### src/rtl/div_core.sv
// ---------------------------------------------------------------------------
// div_core
// Sequential radix-2 restoring divider. Pops one packed operation word
// {signed flag, dividend, divisor} from the upstream FIFO. It produces one
// quotient bit per clock and holds the result on a ready/valid output port
// until the consumer takes it.
//
// Ports
//   clk_i        clock, all logic on the rising edge
//   rst_i        synchronous, active-high reset
//   in_data_i    {signed_op, dividend[WIDTH-1:0], divisor[WIDTH-1:0]}
//   in_valid_i   operation available (FIFO valid)
//   in_ready_o   core can accept an operation (FIFO ready / pop)
//   quot_o       quotient (rounds toward zero)
//   rem_o        remainder (sign follows dividend)
//   dbz_o        divisor was zero
//   out_valid_o  result valid
//   out_ready_i  consumer accepts result
//
// Parameters
//   WIDTH        operand width
//   CNT_W        iteration counter width, 2**CNT_W must exceed WIDTH
// ---------------------------------------------------------------------------
module div_core #(
  parameter int WIDTH = 32,
  parameter int CNT_W = 6
) (
  input  logic               clk_i,
  input  logic               rst_i,
  input  logic [2*WIDTH:0]   in_data_i,
  input  logic               in_valid_i,
  output logic               in_ready_o,
  output logic [WIDTH-1:0]   quot_o,
  output logic [WIDTH-1:0]   rem_o,
  output logic               dbz_o,
  output logic               out_valid_o,
  input  logic               out_ready_i
);

  typedef enum logic [1:0] {
    IDLE = 2'd0,
    CALC = 2'd1,
    FIX  = 2'd2,
    DONE = 2'd3
  } state_t;

  state_t             r_state;
  state_t             w_nextState;

  logic [CNT_W-1:0]   r_cnt;
  logic [WIDTH-1:0]   r_rem;
  logic [WIDTH-1:0]   r_quot;
  logic [WIDTH-1:0]   r_div;
  logic               r_qNeg;
  logic               r_rNeg;
  logic               r_dbzPend;

  logic [WIDTH-1:0]   r_quotOut;
  logic [WIDTH-1:0]   r_remOut;
  logic               r_dbzOut;

  logic               w_signedOp;
  logic [WIDTH-1:0]   w_dividend;
  logic [WIDTH-1:0]   w_divisor;
  logic               w_dividendNeg;
  logic               w_divisorNeg;
  logic [WIDTH-1:0]   w_absDividend;
  logic [WIDTH-1:0]   w_absDivisor;
  logic               w_divByZero;
  logic               w_accept;

  logic [WIDTH:0]     w_remShift;
  logic [WIDTH:0]     w_trial;
  logic               w_trialOk;
  logic [WIDTH-1:0]   w_nextRem;
  logic [WIDTH-1:0]   w_nextQuot;
  logic               w_lastIter;

  logic [WIDTH-1:0]   w_quotFixed;
  logic [WIDTH-1:0]   w_remFixed;

  // Unpack the operation word and form operand magnitudes. A negative
  // operand is only treated as negative when the signed flag is set.
  always_comb begin
    w_signedOp    = in_data_i[2*WIDTH];
    w_dividend    = in_data_i[2*WIDTH-1:WIDTH];
    w_divisor     = in_data_i[WIDTH-1:0];
    w_dividendNeg = w_signedOp & w_dividend[WIDTH-1];
    w_divisorNeg  = w_signedOp & w_divisor[WIDTH-1];
    w_absDividend = w_dividendNeg ? (-w_dividend) : w_dividend;
    w_absDivisor  = w_divisorNeg  ? (-w_divisor)  : w_divisor;
    w_divByZero   = (w_divisor == '0);
    w_accept      = in_valid_i & in_ready_o;
  end

  // One restoring iteration: shift {rem,quot} left, try subtracting the
  // divisor magnitude one bit wider than the operands so the borrow out
  // is the sign of the trial. The shifted remainder is always below twice
  // the divisor, so WIDTH+1 bits never overflow.
  always_comb begin
    w_remShift = {r_rem, r_quot[WIDTH-1]};
    w_trial    = w_remShift - {1'b0, r_div};
    w_trialOk  = ~w_trial[WIDTH];
    w_nextRem  = w_trialOk ? w_trial[WIDTH-1:0] : w_remShift[WIDTH-1:0];
    w_nextQuot = {r_quot[WIDTH-2:0], w_trialOk};
    w_lastIter = (r_cnt == CNT_W'(1));
  end

  // Apply result signs. For most-negative / -1 the magnitude quotient is
  // 2**(WIDTH-1) with q_neg clear, which truncates back to most-negative.
  always_comb begin
    w_quotFixed = r_qNeg ? (-r_quot) : r_quot;
    w_remFixed  = r_rNeg ? (-r_rem)  : r_rem;
  end

  // State register.
  always_ff @(posedge clk_i) begin
    if (rst_i) begin
      r_state <= IDLE;
    end else begin
      r_state <= w_nextState;
    end
  end

  // Next-state and handshake outputs. Accepting is only possible in IDLE
  // and never while reset is asserted, so the FIFO cannot pop an entry
  // that the core would then drop. A divide-by-zero goes through FIX too,
  // which gives it the one-cycle result latency.
  always_comb begin
    w_nextState = r_state;
    in_ready_o  = 1'b0;
    out_valid_o = 1'b0;
    case (r_state)
      IDLE: begin
        in_ready_o = ~rst_i;
        if (w_accept) begin
          w_nextState = w_divByZero ? FIX : CALC;
        end
      end
      CALC: begin
        if (w_lastIter) begin
          w_nextState = FIX;
        end
      end
      FIX: begin
        w_nextState = DONE;
      end
      DONE: begin
        out_valid_o = 1'b1;
        if (out_ready_i) begin
          w_nextState = IDLE;
        end
      end
      default: begin
        w_nextState = IDLE;
      end
    endcase
  end

  // Datapath registers. On a divide-by-zero the iteration registers are
  // reused to carry the fixed result (all-ones quotient, raw dividend) to
  // FIX with both sign corrections disabled.
  always_ff @(posedge clk_i) begin
    if (rst_i) begin
      r_cnt     <= '0;
      r_rem     <= '0;
      r_quot    <= '0;
      r_div     <= '0;
      r_qNeg    <= 1'b0;
      r_rNeg    <= 1'b0;
      r_dbzPend <= 1'b0;
    end else begin
      case (r_state)
        IDLE: begin
          if (w_accept) begin
            if (w_divByZero) begin
              r_cnt     <= '0;
              r_rem     <= w_dividend;
              r_quot    <= '1;
              r_div     <= '0;
              r_qNeg    <= 1'b0;
              r_rNeg    <= 1'b0;
              r_dbzPend <= 1'b1;
            end else begin
              r_cnt     <= CNT_W'(WIDTH);
              r_rem     <= '0;
              r_quot    <= w_absDividend;
              r_div     <= w_absDivisor;
              r_qNeg    <= w_dividendNeg ^ w_divisorNeg;
              r_rNeg    <= w_dividendNeg;
              r_dbzPend <= 1'b0;
            end
          end
        end
        CALC: begin
          r_rem  <= w_nextRem;
          r_quot <= w_nextQuot;
          r_cnt  <= r_cnt - CNT_W'(1);
        end
        default: begin
        end
      endcase
    end
  end

  // Result registers, loaded only in FIX so they stay constant for the
  // whole DONE phase regardless of backpressure.
  always_ff @(posedge clk_i) begin
    if (rst_i) begin
      r_quotOut <= '0;
      r_remOut  <= '0;
      r_dbzOut  <= 1'b0;
    end else if (r_state == FIX) begin
      r_quotOut <= w_quotFixed;
      r_remOut  <= w_remFixed;
      r_dbzOut  <= r_dbzPend;
    end
  end

  assign quot_o = r_quotOut;
  assign rem_o  = r_remOut;
  assign dbz_o  = r_dbzOut;

endmodule

### config.mk
export PLATFORM = sky130hd
export DESIGN_NAME = div_core
export DESIGN_NICKNAME = d
export VERILOG_FILES = /design/src/rtl/div_core.sv
export SDC_FILE = /design/constraint.sdc
export NUM_CORES = 1
export LEC_CHECK = 0
export ABC_CLOCK_PERIOD_IN_PS = 3900
export BUFFER_PORTS_ARGS = -buffer_cell sky130_fd_sc_hd__buf_2
export CORE_MARGIN = 2
export CORE_UTILIZATION = 30
export DETAILED_ROUTE_END_ITERATION = 16
export PLACE_DENSITY = 0.53
export SYNTH_ARGS = -nofsm -noshare
export SYNTH_HDL_FRONTEND = slang
export SYNTH_SLANG_ARGS = --single-unit
### constraint.sdc
create_clock -name clk_i -period 3.9 [get_ports clk_i]
set_input_delay 0.78 -clock clk_i [delete_from_list [all_inputs] [get_ports clk_i]]
set_output_delay 0.78 -clock clk_i [all_outputs]
set_load 0.02 [all_outputs]
# Word level (Yosys, flattened, before mapping)

Index checks and enable logic that the tools add are counted.

Add/subtract/negate cells: 6
Equality and inequality tests: 7
Multiplexer cells: 25
Bitwise operators: 6
Reductions and logical operators: 6

Operators by type and width:

| cell                                                               | count |
|---|---|
| 32-bit 2-to-1 mux                                                  | 10 |
| 32-bit negation                                                    | 4 |
| 32-bit case mux with 2 select lines                                | 2 |
| 33-bit by 32-bit subtractor with 33-bit output                     | 1 |
| 32-bit zero test                                                   | 1 |
| 6-bit 2-to-1 mux                                                   | 2 |
| 6-bit case mux with 2 select lines                                 | 1 |
| 2-bit 2-to-1 mux                                                   | 4 |
| 2-bit case mux with 4 select lines                                 | 1 |
| 6-bit by 1-bit == test with 1-bit output, second input constant    | 1 |
| 2-bit inequality test, second input constant                       | 3 |
| 6-bit by 1-bit subtractor with 6-bit output, second input constant | 1 |
| 1-bit 2-to-1 mux                                                   | 5 |
| 2-bit == test, second input constant                               | 2 |
| 2-bit AND reduction                                                | 2 |
| 1-bit bitwise AND                                                  | 3 |
| 3-bit AND reduction                                                | 1 |
| 2-bit by 1-bit == test with 1-bit output, second input constant    | 1 |
| 2-bit zero test                                                    | 1 |
| 1-bit inverter                                                     | 2 |
| 2-bit nonzero test                                                 | 1 |
| 1-bit XOR                                                          | 1 |

Register bits after elaboration: 172
Bits of input ports: 69
Output and inout port bits: 67
Word-level logic and storage cells: 61

# Longest topological paths before layout

Gate-level depths: netlist (run 1).

Depth after elaboration: 5
Mapped depth: 15
Mapped depth without buffers: 13

# Least setup slack after synthesis (run 1)

No wires, ideal clock.

Path kind: input-to-reg
Start point: input port in_data_i[0]
End point: register r_rem[1]
Library setup time: 0.086 ns
Arrival: 3.438 ns
Required time: 3.814 ns
Setup slack: 0.376 ns
Cell stages on the path: 12
Path buffers: 2
Path through: inv_1 > ha_1 > or4b_4 > nor4b_4 > nand3_2 > or3_4 > or3_1 > buf_6 > nor2_4 > buf_4 > a21oi_1 > a221oi_2

Word-level cells in the longest chain between the ends: 4

RTL lines:

| item                                | line | source |
|---|---|---|
| start: declaration                  | 30   | `input logic [2*WIDTH:0] in_data_i,` |
| 32-bit zero test                    | 92   | `w_divByZero = (w_divisor == '0);` |
| 32-bit 2-to-1 mux                   | 176  | `if (w_divByZero) begin` |
| 32-bit 2-to-1 mux                   | 175  | `if (w_accept) begin` |
| 32-bit case mux with 2 select lines | 173  | `case (r_state)` |
| end signal: assignment              | 178  | `r_rem <= w_dividend;` |
| end signal: assignment              | 196  | `r_rem <= w_nextRem;` |
| end: declaration                    | 51   | `logic [WIDTH-1:0] r_rem;` |

Every way passes these cells. The select of a mux whose other input is x is not followed.
A chain may end at the register's enable or synchronous reset.

# Worst setup path in the final report (run 1)

Start point: register r_div[2]
End point: register r_rem[4]

Word-level cells in the longest chain between the ends: 3

RTL lines:

| item                                           | line | source |
|---|---|---|
| start: declaration                             | 53   | `logic [WIDTH-1:0] r_div;` |
| start signal: assignment                       | 188  | `r_div <= w_absDivisor;` |
| 33-bit by 32-bit subtractor with 33-bit output | 102  | `w_trial = w_remShift - {1'b0, r_div};` |
| 32-bit 2-to-1 mux                              | 104  | `w_nextRem = w_trialOk ? w_trial[WIDTH-1:0] : w_remShift[WIDTH-1:0];` |
| 32-bit case mux with 2 select lines            | 173  |  |

Every way passes these cells.

==> flow_summary_export.csv, run 1 <==
group,metric,value,unit
status,status,"finished clean",
cells_and_area,fillers,3940,
worst_hold_path,min-delay-start,"quot_o[24]",
setup_path,r2r_end,"r_rem[4]",
timing,max_freq,268,MHz
timing,setup_violations,0,
placement,place_congestion,0.901,
clock_network,ctsHtreeMaxLevel,4,
timing,hold_viol,0,
synthesis,yosys.area.top_type,"dfxtp_1",
timing,fin_skew,0.0180,ns
synthesis,ys_seq_area_frac,0.306,
die,start_util,0.306,
power,power_frac_comb,0.596,
power,power_switching,5.13,mW
die,die_w,198,um
setup_path,critPathKind,"flip-flop to flip-flop",
global_routing,gr-total-overflow,0,
timing,rsz0062_at_grt,"false",
synthesis,synth_edf_count,0,
setup_path,worstRegToRegCells,14,
power,p_int,6.12,mW
synthesis,synth_area_leaders,"dfxtp_1 (31%), xor2_1 (7.6%), a211oi_1 (6.6%)",
global_routing,grt_pass1_vias,10000,
route,drc,0,
clock_network,cts_hold_buffers,0,
cells_and_area,drive_above_1_share,0.172,
job,cap_violations,0,
setup_path,worstPathRequired,4.18,ns
clock_network,clockBufferDepth,2,
worst_hold_path,hp-class,"flip-flop to flip-flop",
route,drtPass1Iterations,4,
die,die_y,198,um
timing,tightest_slew,1.25,ns
die,die_area,39000,um2
clock_network,root_buffer,"clkbuf_16",
timing,fin_hold_ws,0.451,ns
synthesis,synth-main-ff-cell,"dfxtp_1",
worst_hold_path,holdPathStages,2,
clock_network,postCtsSetupRepairBufs,0,
synthesis,ys_types,68,
route,drtIter0Drc,846,
global_routing,grt_pass1_wl,57.0,mm
power,p_leak,5.11,nW
global_routing,grt_usage,0.185,
route,wl,36.1,mm
die,io_pins,136,
power,sw_frac_of_total,0.456,
synthesis,synth-seq-cells,172,
power,power_density,851,nW/um2
global_routing,antenna_found_initial,4,
synthesis,async_flop_share,0,
route,vias_per_cell,5.25,
cells_and_area,design_area,13200,um2
die,rows,70,
timing,max_slew_margin,0.164,
placement,port_buffers,135,
timing,drv_slew,0,
setup_path,crit_fanout,28,
power,power.share.clock,0.159,
timing,period_needed,3.73,ns
cells_and_area,multiInputGateArea,7240,um2
die,core_area,36800,um2
cells_and_area,fin_nets,1660,
synthesis,synth_top_area_share,0.306,
worst_hold_path,hold_end,"quot_o[24]",
synthesis,synth_area,11200,um2
setup_path,cp-start-kind,"flip-flop",
setup_path,rr_startpoint,"r_div[2]",
timing,fin_crit_sh,0.957,
clock_network,cts_sinks,172,
setup_path,r2r_slack,0.17,ns
route,post_drt_wl_per_cell,17.8,um
power,ir_drop,0.000530,V
power,seqPwrFrac,0.245,
setup_path,cp-end-kind,"flip-flop",
cells_and_area,register_area,3440,um2
clock_network,cts_tree,"yes",
cells_and_area,syn_to_final_growth,17.6,%
clock_network,cts_buffers,17,
synthesis,syn_inst,1427,
synthesis,synth_warnings,0,
synthesis,synth_nets,1540,
route,via_count,10600,
placement,placed_cell_area,12600,um2
setup_path,arrival,4.01,ns
timing,fin_setup_tns,0,ns
clock_network,clkTransAtPathRegs,0.08,ns
placement,dpl.hpwl,27.1,mm
route,ant_nets,0,
global_routing,grt_max_degree,111,
clock_network,clk_latency,0.44,ns
clock_network,cts_resized,0,
synthesis,synth_area_per_cell,7.88,um2
worst max-delay path, cell delays in order, from the launching register on:
cell	delay [ns]
dfxtp_1	0.34
inv_1	0.12
ha_1	0.35
nor2b_1	0.17
o2111ai_1	0.23
a21oi_1	0.13
o21ai_0	0.46
o21ai_0	0.18
buf_4	0.18
o21a_1	0.20
o211ai_1	0.27
buf_12	0.23
mux2_2	0.36
a221oi_1	0.24
nor3_1	0.08
worst max-delay path by stage:
stage | startpoint | endpoint | slack (ns)
floorplan | in_data_i[0] | r_rem[1] | 0.38
global placement | in_data_i[1] | r_rem[9] | 0.07
detailed placement | in_data_i[1] | r_quot[18] | -0.0000009
CTS | r_div[2] | r_rem[7] | 0.25
global route | r_div[2] | r_rem[7] | 0.0004
finish | r_div[2] | r_rem[4] | 0.17
cells in the final DEF (no fill, tap or decap), types with 21 or more instances in the layout:
cell type / instances
a21oi_1: 116
nor3_1: 29
xnor2_1: 50
inv_1: 53
o221ai_1: 27
a211oi_1: 99
xor2_1: 98
ha_1: 42
dfxtp_1: 172
buf_4: 56
nand2_1: 131
o21ai_0: 57
nor2_1: 174
o31ai_1: 21
buf_2: 134
Yosys cell counts, types with 16 or more instances:
master / number
clkbuf_1: 73
mux2i_1: 17
xor2_1: 98
o221ai_1: 27
o31ai_1: 21
ha_1: 43
nor2_1: 175
a211oi_1: 99
mux2_2: 18
xnor2_1: 50
a31oi_1: 16
inv_1: 53
nand2_1: 131
a21oi_1: 116
o21ai_0: 58
nor3_1: 29
a22oi_1: 17
dfxtp_1: 172
power groups by stage:
stage | Clock, mW | Combinational (mW) | Sequential, mW
6_report | 1.79 | 6.70 | 2.76
2_1_floorplan | 0 | 4.52 | 2.97
3_5_place_dp | 0 | 6.64 | 2.79
3_3_place_gp | 0 | 6.59 | 2.78
5_1_grt | 1.90 | 7.43 | 2.83
4_1_cts | 1.84 | 6.68 | 2.75
kinds of logic (layout without fill, tap and decap cells):
| group | Yosys count | in the layout | synth area share |
|---|---|---|---|
| buf+inv | 145 | 277 | 0.0522 |
| mux | 35 | 35 | 0.0332 |
| fa+ha+maj | 44 | 44 | 0.0497 |
| compound gates | 434 | 434 | 0.257 |
| other cells | 0 | 1 | 0 |
| simple gates | 449 | 449 | 0.186 |
| xor+xnor | 148 | 148 | 0.115 |
| flops | 172 | 172 | 0.306 |
state kept, by name (all words and copies together) (netlist names):
name / flops
r_rNeg: 1
r_div: 32
r_quot: 32
r_dbzPend: 1
r_cnt: 6
r_rem: 32
r_qNeg: 1
quot_o: 32
dbz_o: 1
rem_o: 32
r_state: 2
cell type report:
cell class	count	area share
multi-input combinational	1110	0.548
clock buffer	19	0.0335
inverter	53	0.0151
sequential	172	0.261
timing repair buffer	193	0.0871
antenna	1	0.000189
clock inverter	12	0.0115
tap	468	0.0443
metrics by stage:
step | setup WS [ns] | instances | power (mW) | utilization
6_report | 0.169 | 2028 | 11.3 | 0.359
5_1_grt | 0.000437 | 2027 | 12.2 | 0.359
4_1_cts | 0.254 | 2027 | 11.3 | 0.359
3_5_place_dp | -0.000000888 | 1996 | 9.43 | 0.343
3_3_place_gp | 0.0681 | 1996 | 9.37 | 0.343
2_1_floorplan | 0.376 | 1427 | 7.49 | -
routing by layer:
layer | global-route usage | up-vias | wire, um
met5 | 0 | - | 46
met4 | 0.0493 | 6 | 646
met3 | 0.0336 | 35 | 1820
met2 | 0.285 | 269 | 15600
met1 | 0.265 | 4928 | 18000
li1 | - | 5402 | -
Note: power is estimated with default switching activity, not from simulation.
==> inputs of run 2 (changes only) <==
--- a/config.mk
+++ b/config.mk
@@ -8,9 +8,10 @@
 export ABC_CLOCK_PERIOD_IN_PS = 3900
 export BUFFER_PORTS_ARGS = -buffer_cell sky130_fd_sc_hd__buf_2
 export CORE_MARGIN = 2
-export CORE_UTILIZATION = 30
+export CORE_UTILIZATION = 59
 export DETAILED_ROUTE_END_ITERATION = 16
-export PLACE_DENSITY = 0.53
+export GPL_TIMING_DRIVEN = 0
+export PLACE_DENSITY = 0.87
 export SYNTH_ARGS = -nofsm -noshare
 export SYNTH_HDL_FRONTEND = slang
 export SYNTH_SLANG_ARGS = --single-unit
==> flow_summary_export.csv, run 2 (synthesized netlist as in run 1, its figures left out) <==
group,metric,value,unit
status,status,"finished clean",
clock_network,root_buffer,"clkbuf_16",
die,die_area,20200,um2
cells_and_area,design_area,12800,um2
timing,fin_setup_tns,0,ns
global_routing,gr-total-overflow,0,
timing,period_needed,3.67,ns
timing,fin_skew,0.0112,ns
setup_path,worst-path-buf-inv,4,
placement,port_buffers,134,
placement,dpl.hpwl,26.7,mm
die,rows,50,
setup_path,worstPathRequired,4.19,ns
clock_network,cts_tree,"yes",
timing,tightest_slew,1.01,ns
setup_path,path_cells,"ha_1 -> clkbuf_1 -> a21oi_1 -> o22ai_1 -> a211oi_1 -> o22a_1 -> o21ai_2 -> o21a_1 -> o211ai_1 -> buf_4 -> buf_4 -> buf_2 -> mux2i_1 -> o22ai_1",
setup_path,crit_family,"compound AO/OA/AOI/OAI gates",
setup_path,cp_slowest_cell,"dfxtp_1",
cells_and_area,final_util,0.684,
global_routing,grt_usage,0.345,
setup_path,crit_fanout,10,
route,ant_nets,0,
setup_path,cp-start-kind,"flip-flop",
timing,max_slew_margin,0.326,
clock_network,ctsHtreeMaxLevel,4,
route,drtIter0Drc,1491,
global_routing,grt_pass1_vias,10600,
clock_network,cts_sinks,172,
die,die_y,142,um
cells_and_area,mostFrequentLayoutCell,"nor2_1",
clock_network,clockBufferDepth,2,
die,die_w,142,um
cells_and_area,layout.cells.non_filler,1827,
setup_path,critPathMaxStageDelay,0.47,ns
timing,fin_crit_sh,0.942,
timing,max_freq,272,MHz
clock_network,clk_latency,0.45,ns
setup_path,arrival,3.97,ns
timing,rsz0062_at_grt,"false",
power,fin_total_pwr,11.0,mW
timing,drv_slew,0,
route,drtPass1Iterations,6,
route,post_drt_wl_per_cell,19.2,um
setup_path,critPathKind,"flip-flop to flip-flop",
power,p_leak,4.95,nW
clock_network,clkTransAtPathRegs,0.07,ns
power,ir_drop,0.000482,V
clock_network,cts_hold_buffers,0,
worst_hold_path,hp-class,"flip-flop to flip-flop",
cells_and_area,drive_above_1_share,0.139,
route,drc,0,
job,cap_violations,0,
route,via_count,11600,
power,power_density,861,nW/um2
global_routing,grt_pass1_wl,55.0,mm
die,core_area,18700,um2
die,io_pins,136,
die,start_util,0.601,
global_routing,grt_max_degree,17,
placement,placed_cell_area,12200,um2
placement,place_inst,1795,
cells_and_area,most-common-layout-cells,"nor2_1 (175), dfxtp_1 (172), buf_2 (137), nand2_1 (131), a21oi_1 (115)",
route,wl,35.1,mm
global_routing,antenna_found_initial,0,
placement,place_congestion,0.997,
cells_and_area,syn_to_final_growth,13.8,%
timing,hold_viol,0,
clock_network,cts_buffers,17,
timing,setup_violations,0,
cells_and_area,antenna_cells,0,
cells_and_area,fin_nets,1694,
timing,timing.final.ws_setup,0.226,ns
placement,post-place-ws,-0.269,ns
route,vias_per_cell,6.34,
setup_path,cp-end-kind,"flip-flop",
timing,fin_hold_ws,0.449,ns
[run 2: cell types whose count changed in the layout (fill, tap and decap cells not counted), moves of 2 or more]
cell	before	now
inv_8	2	0
buf_12	3	0
buf_4	56	6
buf_2	134	137
buf_1	0	8
clkbuf_1	1	73
clkinv_2	0	3
buf_6	0	3
clkinvlp_4	0	2
[run 2: power breakdown]
group	internal, mW	switching (mW)
logic	2.65	3.82
clock network	0.915	0.756
registers	2.27	0.602
total	5.83	5.18
[run 2: path summary, 6_finish.rpt]
check                           depth (start not counted)  slack, ns        from    endpoint
worst max register to register                         14       0.23   r_rem[12]   r_rem[18]
worst min-delay path                                    2       0.45  quot_o[24]  quot_o[24]
worst max-delay path                                   14       0.23   r_rem[12]   r_rem[18]
worst min register to register                          2       0.45  quot_o[24]  quot_o[24]
[run 2: layout make-up]
cell class,count,area (um2)
clock inverters,12,113
plain buffers,92,390
fillers,1565,5910
inverters,53,199
clock buffers,19,453
multi-input cells,1110,7220
well taps,234,293
repair buffers,135,678
flip-flops and latches,172,3440
[run 2: what timing repair did]
item                                    CTS  global route
cloned                                    0             0
resized for setup                         4             2
pin swaps                                 1             2
endpoints found under the hold margin     0             0
setup buffers                             0             1
endpoints found under the setup margin   29            30
[run 2: layer usage]
layer | GRT usage | vias up | wire length (um)
li1 | - | 5451 | -
met1 | 0.463 | 5334 | 14500
met2 | 0.543 | 689 | 15500
met3 | 0.0737 | 111 | 3810
met4 | 0.138 | 0 | 1410
met5 | 0 | - | 0
[run 2: worst register-to-register path, cell delays in order (launching register included)]
cell and delay [ns]:
dfxtp_1 0.47, ha_1 0.28, clkbuf_1 0.19, a21oi_1 0.20
o22ai_1 0.10, a211oi_1 0.39, o22a_1 0.25, o21ai_2 0.10
o21a_1 0.25, o211ai_1 0.18, buf_4 0.19, buf_4 0.21
buf_2 0.29, mux2i_1 0.32, o22ai_1 0.11
==> inputs of run 3 (changes only) <==
--- a/config.mk
+++ b/config.mk
@@ -5,7 +5,7 @@
 export SDC_FILE = /design/constraint.sdc
 export NUM_CORES = 1
 export LEC_CHECK = 0
-export ABC_CLOCK_PERIOD_IN_PS = 3900
+export ABC_CLOCK_PERIOD_IN_PS = 4000
 export BUFFER_PORTS_ARGS = -buffer_cell sky130_fd_sc_hd__buf_2
 export CORE_MARGIN = 2
 export CORE_UTILIZATION = 59
==> constraint.sdc (replaced) <==
create_clock -name clk_i -period 4 [get_ports clk_i]
set_input_delay 0.8 -clock clk_i [delete_from_list [all_inputs] [get_ports clk_i]]
set_output_delay 0.8 -clock clk_i [all_outputs]
set_load 0.02 [all_outputs]
==> flow_summary_export.csv, run 3 (synthesized netlist as in run 1, its figures left out) <==
group,metric,value,unit
status,status,"finished clean",
timing,period_needed,3.78,ns
die,rows,50,
timing,fin_crit_sh,0.944,
die,io_pins,136,
clock_network,ctsHtreeMaxLevel,4,
clock_network,clkTransAtPathRegs,0.07,ns
job,cap_violations,0,
global_routing,grt_max_degree,17,
clock_network,clockBufferDepth,2,
placement,place_congestion,0.997,
clock_network,root_buffer,"clkbuf_16",
timing,drv_slew,0,
clock_network,cts_tree,"yes",
clock_network,cts_hold_buffers,0,
die,die_area,20200,um2
timing,fin_setup_tns,0,ns
setup_path,cp_slowest_cell,"nor3_2",
timing,max_slew_margin,0.332,
die,start_util,0.601,
clock_network,cts_sinks,172,
die,die_y,142,um
global_routing,antenna_found_initial,0,
placement,port_buffers,134,
setup_path,arrival,4.15,ns
cells_and_area,fin_nets,1694,
timing,fin_skew,0.0112,ns
route,post_drt_wl_per_cell,19.2,um
clock_network,clk_latency,0.45,ns
setup_path,critPathMaxStageDelay,0.69,ns
setup_path,cp-end-kind,"flip-flop",
route,via_count,11600,
global_routing,grt_pass1_wl,55.0,mm
global_routing,grt_pass1_vias,10600,
cells_and_area,mostFrequentLayoutCell,"nor2_1",
route,drtPass1Iterations,6,
worst_hold_path,hp-class,"flip-flop to flip-flop",
die,die_w,142,um
route,drc,0,
power,ir_drop,0.000468,V
cells_and_area,most-common-layout-cells,"nor2_1 (175), dfxtp_1 (172), buf_2 (137), nand2_1 (131), a21oi_1 (116)",
cells_and_area,drive_above_1_share,0.138,
setup_path,crit_fanout,10,
route,drtIter0Drc,1445,
cells_and_area,fillers,1569,
die,core_area,18700,um2
timing,tightest_slew,1.00,ns
cells_and_area,antenna_cells,0,
placement,dpl.hpwl,26.7,mm
power,p_leak,4.94,nW
power,power_density,839,nW/um2
global_routing,grt_usage,0.345,
timing,setup_violations,0,
route,wl,35.0,mm
setup_path,worstPathRequired,4.38,ns
timing,hold_viol,0,
cells_and_area,syn_to_final_growth,13.7,%
power,fin_total_pwr,10.7,mW
global_routing,gr-total-overflow,0,
timing,rsz0062_at_grt,"false",
route,ant_nets,0,
clock_network,cts_buffers,17,
timing,max_freq,265,MHz
setup_path,path_cells,"buf_2 -> inv_1 -> ha_1 -> or4b_4 -> nor4b_4 -> nand3_2 -> or3_4 -> nor3_2 -> nand2_1 -> a211oi_1 -> o31ai_1 -> a21oi_1",
setup_path,cp-start-kind,"primary input",
route,vias_per_cell,6.33,
setup_path,critPathKind,"primary input to flip-flop",
[run 3: cell counts in the layout (fill, tap and decap cells not counted)]
Identical to the previous run, type by type.
[run 3: report_power, final]
part / leakage (nW) / internal [mW] / total [mW] / switching [mW]
clock: 0.276 / 0.893 / 1.63 / 0.737
sequential: 1.41 / 2.22 / 2.80 / 0.589
combinational: 3.26 / 2.58 / 6.29 / 3.71
[run 3: timing repair]
item / CTS / global route
hold endpoints to repair: 0 / 0
pin swaps: 0 / 1
buffers inserted: 0 / 1
gates cloned: 0 / 0
gates resized for setup: 2 / 2
setup endpoints to repair: 27 / 31
[run 3: worst max-delay path: cells and delay by family]
kind / cells / cell delay (ns)
AO/OA/AOI/OAI: 3 / 0.60
buffers and inverters: 2 / 0.19
AND/OR/NAND/NOR: 6 / 2.37
adder cells (fa/ha/maj): 1 / 0.18
[run 3: per-stage QoR]
stage | hold slack, ns | util | area (um2) | cells | setup WS, ns
3_3_place_gp | 0.436 | 0.652 | 12200 | 1795 | -0.172
4_1_cts | 0.452 | 0.683 | 12800 | 1826 | 0.0377
5_1_grt | 0.473 | 0.683 | 12800 | 1827 | 0.0243
6_report | 0.449 | 0.683 | 12800 | 1827 | 0.225
2_1_floorplan | 0.432 | - | 11200 | 1427 | 0.456
3_5_place_dp | 0.439 | 0.652 | 12200 | 1795 | -0.169
[run 3: worst paths after layout]
kind | end | startpoint | slack (ns) | depth (start not counted)
setup / recovery | r_rem[29] | in_data_i[0] | 0.22 | 12
hold / removal | rem_o[30] | rem_o[30] | 0.45 | 2
setup reg to reg | r_rem[11] | r_rem[0] | 0.26 | 14
hold reg to reg | rem_o[30] | rem_o[30] | 0.45 | 2
[run 3: per-layer routing]
| metal | vias to the layer above | part of all wire | GRT usage |
|---|---|---|---|
| met4 | 0 | 0.040 | 0.138 |
| met3 | 109 | 0.11 | 0.0737 |
| li1 | 5445 | - | - |
| met5 | - | 0 | 0 |
| met2 | 664 | 0.44 | 0.543 |
| met1 | 5346 | 0.41 | 0.463 |
[run 3: cell type report]
| cell class | instances | area, um2 | area share |
|---|---|---|---|
| buffer | 92 | 390 | 0.0305 |
| clock buffer | 19 | 453 | 0.0354 |
| clock inverter | 12 | 113 | 0.00881 |
| inverter | 53 | 199 | 0.0156 |
| multi-input combinational | 1110 | 7210 | 0.564 |
| sequential | 172 | 3440 | 0.269 |
| tap | 234 | 293 | 0.0229 |
| timing repair buffer | 135 | 678 | 0.0531 |
